$ cat src/rtl/lsu_mem_master.sv
// Load/store initiator for the MEM stage: turns RV32I byte-addressed loads/stores
// into word accesses, with lane extraction, read-modify-write for sub-word stores and error reporting.
module lsu_mem_master #(
  parameter int MEM_WORDS = 1024
) (
  input  logic        clk,
  input  logic        rst,
  input  logic        req_valid,
  output logic        req_ready,
  input  logic        req_we,
  input  logic [2:0]  req_funct3,
  input  logic [31:0] req_addr,
  input  logic [31:0] req_wdata,
  output logic        rsp_valid,
  output logic [31:0] rsp_rdata,
  output logic        rsp_err,
  output logic        mem_WriteEn,
  output logic        mem_ReadEn,
  output logic [31:0] mem_Addr,
  output logic [31:0] mem_WriteData,
  input  logic [31:0] mem_ReadData
);

  localparam int IDX_W = $clog2(MEM_WORDS);

  typedef enum logic [2:0] {IDLE, LOAD, RMW_RD, WRITE, RESP} state_e;

  state_e           state_q, state_d;
  logic [IDX_W-1:0] idx_q, idx_d;
  logic [1:0]       off_q, off_d;
  logic [2:0]       funct3_q, funct3_d;
  logic             we_q, we_d;
  logic [31:0]      wdata_q, wdata_d;
  logic [31:0]      rdata_q, rdata_d;
  logic             err_q, err_d;

  logic        accept, misaligned, out_of_range, illegal, req_err;
  logic [7:0]  lane_b;
  logic [15:0] lane_h;
  logic [31:0] load_ext, merged;

  assign misaligned   = ((req_funct3[1:0] == 2'b01) && req_addr[0]) ||
                        ((req_funct3 == 3'b010) && (req_addr[1:0] != 2'b00));
  assign out_of_range = {2'b00, req_addr[31:2]} >= 32'(MEM_WORDS);
  assign illegal      = req_we ? (req_funct3 > 3'b010)
                               : ((req_funct3 == 3'b011) || (req_funct3[2:1] == 2'b11));
  assign req_err      = misaligned || out_of_range || illegal;
  assign accept       = req_valid && req_ready;

  always_comb begin
    lane_b   = mem_ReadData[{off_q, 3'b000} +: 8];
    lane_h   = off_q[1] ? mem_ReadData[31:16] : mem_ReadData[15:0];
    case (funct3_q)
      3'b000:  load_ext = {{24{lane_b[7]}}, lane_b};
      3'b100:  load_ext = {24'h0, lane_b};
      3'b001:  load_ext = {{16{lane_h[15]}}, lane_h};
      3'b101:  load_ext = {16'h0, lane_h};
      default: load_ext = mem_ReadData;
    endcase
    // Sub-word store: overwrite only the addressed lane(s) of the fetched word
    merged = mem_ReadData;
    if (funct3_q[1:0] == 2'b00) merged[{off_q, 3'b000} +: 8] = wdata_q[7:0];
    else                        merged[{off_q[1], 4'b0000} +: 16] = wdata_q[15:0];
  end

  always_comb begin
    req_ready     = (state_q == IDLE) && !rst;
    mem_WriteEn   = 1'b0;
    mem_ReadEn    = 1'b0;
    mem_Addr      = 32'h0;
    mem_WriteData = 32'h0;
    case (state_q)
      LOAD, RMW_RD: begin
        mem_ReadEn = 1'b1;
        mem_Addr   = 32'(idx_q);
      end
      WRITE: begin
        mem_WriteEn   = we_q;
        mem_Addr      = 32'(idx_q);
        mem_WriteData = wdata_q;
      end
      default: ;
    endcase
    // Reset must block any write still in flight this cycle
    if (rst) begin
      mem_WriteEn = 1'b0;
      mem_ReadEn  = 1'b0;
    end
  end

  assign rsp_valid = (state_q == RESP);
  assign rsp_rdata = rdata_q;
  assign rsp_err   = err_q;

  always_comb begin
    state_d  = state_q;
    idx_d    = idx_q;
    off_d    = off_q;
    funct3_d = funct3_q;
    we_d     = we_q;
    wdata_d  = wdata_q;
    rdata_d  = 32'h0;
    err_d    = 1'b0;
    case (state_q)
      IDLE: if (accept) begin
        idx_d    = req_addr[IDX_W+1:2];
        off_d    = req_addr[1:0];
        funct3_d = req_funct3;
        we_d     = req_we;
        wdata_d  = req_wdata;
        if (req_err) begin
          state_d = RESP;
          err_d   = 1'b1;
        end else if (!req_we)              state_d = LOAD;
        else if (req_funct3 == 3'b010)     state_d = WRITE;
        else                               state_d = RMW_RD;
      end
      LOAD: begin
        rdata_d = load_ext;
        state_d = RESP;
      end
      RMW_RD: begin
        wdata_d = merged;
        state_d = WRITE;
      end
      WRITE:   state_d = RESP;
      RESP:    state_d = IDLE;
      default: state_d = IDLE;
    endcase
  end

  always_ff @(posedge clk) begin
    if (rst) begin
      state_q  <= IDLE;
      idx_q    <= '0;
      off_q    <= 2'b00;
      funct3_q <= 3'b000;
      we_q     <= 1'b0;
      wdata_q  <= 32'h0;
      rdata_q  <= 32'h0;
      err_q    <= 1'b0;
    end else begin
      state_q  <= state_d;
      idx_q    <= idx_d;
      off_q    <= off_d;
      funct3_q <= funct3_d;
      we_q     <= we_d;
      wdata_q  <= wdata_d;
      rdata_q  <= rdata_d;
      err_q    <= err_d;
    end
  end

endmodule

$ cat config.mk
export PLATFORM = sky130hd
export DESIGN_NAME = lsu_mem_master
export DESIGN_NICKNAME = d
export VERILOG_FILES = /design/src/rtl/lsu_mem_master.sv
export SDC_FILE = /design/constraint.sdc
export NUM_CORES = 1
export LEC_CHECK = 0
export ABC_AREA = 0
export ABC_CLOCK_PERIOD_IN_PS = 3390
export CAP_MARGIN = 20
export CORE_MARGIN = 5
export CORE_UTILIZATION = 45
export CTS_CLUSTER_DIAMETER = 30
export DETAILED_ROUTE_END_ITERATION = 6
export DONT_BUFFER_PORTS = 1
export PLACE_DENSITY = 0.72
export RECOVER_POWER = 100
export SYNTH_ARGS = -nofsm -noshare
export SYNTH_HDL_FRONTEND = slang
export SYNTH_SLANG_ARGS = --single-unit
$ cat constraint.sdc
create_clock -name clk -period 3.39 [get_ports clk]
set_input_delay 0.678 -clock clk [delete_from_list [all_inputs] [get_ports clk]]
set_output_delay 0.678 -clock clk [all_outputs]
set_load 0.02 [all_outputs]
==> metrics.cfg <==
[drt]
drc=0
routed_wirelength_mm=15.4
vias_per_cell=6.03
drt-pass1-iter-count=5
wl_per_cell_um=21.1
vias=4417
first_iter_violations=415
final_antenna_net_count=0

[grt]
track_usage_pct=23.1
first_global_vias=4259
grt_overflow=0
grt_max_degree=58
antenna_found_initial=0
grt_pass1_wl_mm=23.5

[timing]
fin_setup_tns_ns=0
finalCritPeriodShare_pct=91.9
slew_headroom_pct=-17.3
slew_violations=17
skew_ns=0.0141
setup_slack_ns=0.273
tightest_slew_ns=1.74
fin_crit_ns=3.12
final-hold-violation-count=0
rsz0062_at_grt=false
fmax_mhz=321
setup_viol=0

[worst_setup_path]
worst-path-buf-inv=1
endpoint_kind=output pin
critical_path_required_ns=2.71
start_kind=register
path_delay_family=compound AO/OA/AOI/OAI gates
reg2reg_from=funct3_q[1]$_SDFFE_PP0P_
worstSetupPathType=reg -> out
slowest_delay_ns=0.79
cp_slowest_cell=o21ai_0
crit_start=state_q[1]$_SDFFE_PP0P_
worstPathArrival_ns=2.44
crit_fanout=32
cp_cell_sequence=or3b_1 > clkbuf_2 > o21ai_0

[synth]
synth_cell_types=58
syn_inst=621
synth.yosys.seq_area_share_pct=35.2
ys_ff_latch=84
async_reset_ff_share_pct=0
synth_edf_count=0
ys_warn_count=0
synth_area_um2=4780
syn_avg_cell_area_um2=7.70
synth_flop_cell=dfxtp_1

[clock_network]
cts_htree_levels=3
cts_buffers=9
insertion_delay_ns=0.36
cts_num_sinks=84
hold_buffers=0
cts-resized-gates=0
clockBufferDepth=2
root_buffer=clkbuf_8
cts_setup_buffers=0
clk_pin_slew_ns=0.09
cts_tree=built

[pwr]
leakage_nw=1.81
cellPowerDensity_nw_per_um2=416
ir_worst_vdd_v=0.000226

[place]
pre_cts_ws_ns=0.902
io_buffers=0
place_congestion=0.901
post-place-cells=716
dp_hpwl_mm=11.9
placed_area_um2=4720

[layout]
layout.nets=699
utilization_pct=47.4
finalNonFillerCells=732
design_area_um2=4890
final_common_cell=nand2_1
drive_gt1_share_pct=5.03
final_cell_mix=nand2_1, dfxtp_1, a21oi_1
diodes=0
area_growth_pct=2.36

[floorplanning]
fp.dieH_um=113
dieArea_um2=12800
core_area_um2=10300
io_pins=204
die-width_um=113
rows=37
initial_core_util_pct=46.3

[run]
cap_violations=1

[hold_path]
hold_start=rst
hp-class=in -> reg

[run_status]
violations=max-capacitance violations, max-slew violations
status=finished with violations

-- routing by layer --
layer | global-route usage (%) | wire, um
met5 | 0 | 0
met4 | 6.49 | 312
met3 | 7.49 | 1610
met2 | 38.2 | 7320
met1 | 28.8 | 6180
-- cell families (layout without fill, tap and decap cells) --
kind of cell	count (synthesis)	count (layout)	synth area share [%]
AOI/OAI and AO/OA	159	159	24.1
muxes	6	6	1.52
adders and majority gates	5	5	1.31
buffers and inverters	109	63	11.0
and+or+nand+nor	257	257	26.8
other	1	22	0.0785
DFF	84	84	35.2
-- path summary, 6_finish.rpt --
check / endpoint / slack (ns) / cells past startpoint
worst min-delay path: idx_q[2]$_SDFFE_PP0P_ / 0.38 / 1
worst max register to register: wdata_q[24]$_SDFFE_PP0P_ / 0.50 / 5
worst min register to register: idx_q[9]$_SDFFE_PP0P_ / 0.45 / 2
worst max-delay path: mem_ReadEn / 0.27 / 3
-- cell type report --
type,count,area (um2)
fill,1024,5430
multi-input combinational,449,2640
sequential,84,1680
tap,136,170
inverter,37,139
clock buffer,9,124
clock inverter,7,80.1
timing repair buffer,10,58.8
-- metrics by stage --
stage	total power, mW	hold slack (ns)
after floorplan	1.28	0.432
after global routing	2.13	0.358
after detailed placement	1.30	0.440
after global placement	1.29	0.432
final	2.03	0.383
after CTS	2.04	0.370
-- cell usage after synthesis (all sizes together), types with 2 or more instances --
master / number / share of area, %
nor3b: 6 / 0.94
o221a: 2 / 0.47
a211oi: 11 / 1.7
o211a: 5 / 1.0
nor3: 2 / 0.31
nand2b: 2 / 0.26
o32ai: 4 / 0.73
or2: 2 / 0.26
a311oi: 7 / 1.3
nor2b: 3 / 0.39
a211o: 3 / 0.55
or3b: 2 / 0.37
a221o: 5 / 1.0
a21o: 3 / 0.47
a31oi: 5 / 0.65
o21a: 7 / 1.1
nor4: 13 / 1.8
a32o: 5 / 1.0
nand3: 9 / 0.94
and3b: 2 / 0.37
or4: 5 / 0.79
buf: 39 / 5.5
nand2: 117 / 9.2
dfxtp: 84 / 35
a21oi: 46 / 4.8
mux2i: 5 / 1.0
and2: 45 / 5.9
a22oi: 3 / 0.47
nor4b: 9 / 1.6
a32oi: 7 / 1.3
nor2: 35 / 2.7
a221oi: 22 / 4.0
ha: 5 / 1.3
o22ai: 2 / 0.26
clkbuf: 33 / 2.6
inv: 37 / 2.9
o21ai: 16 / 1.8
-- state kept, by name (all words and copies together), names as in the netlist --
signal	count
rsp_err	1
funct3_q	3
we_q	1
off_q	2
wdata_q	32
idx_q	10
rsp_rdata	32
state_q	3
-- where the power goes --
part           internal [mW]  total, mW  switching [mW]
Clock                  0.352      0.751           0.399
Combinational         0.0751      0.221           0.146
Sequential              1.02       1.06          0.0405
Power figures use the tool's default switching activity.
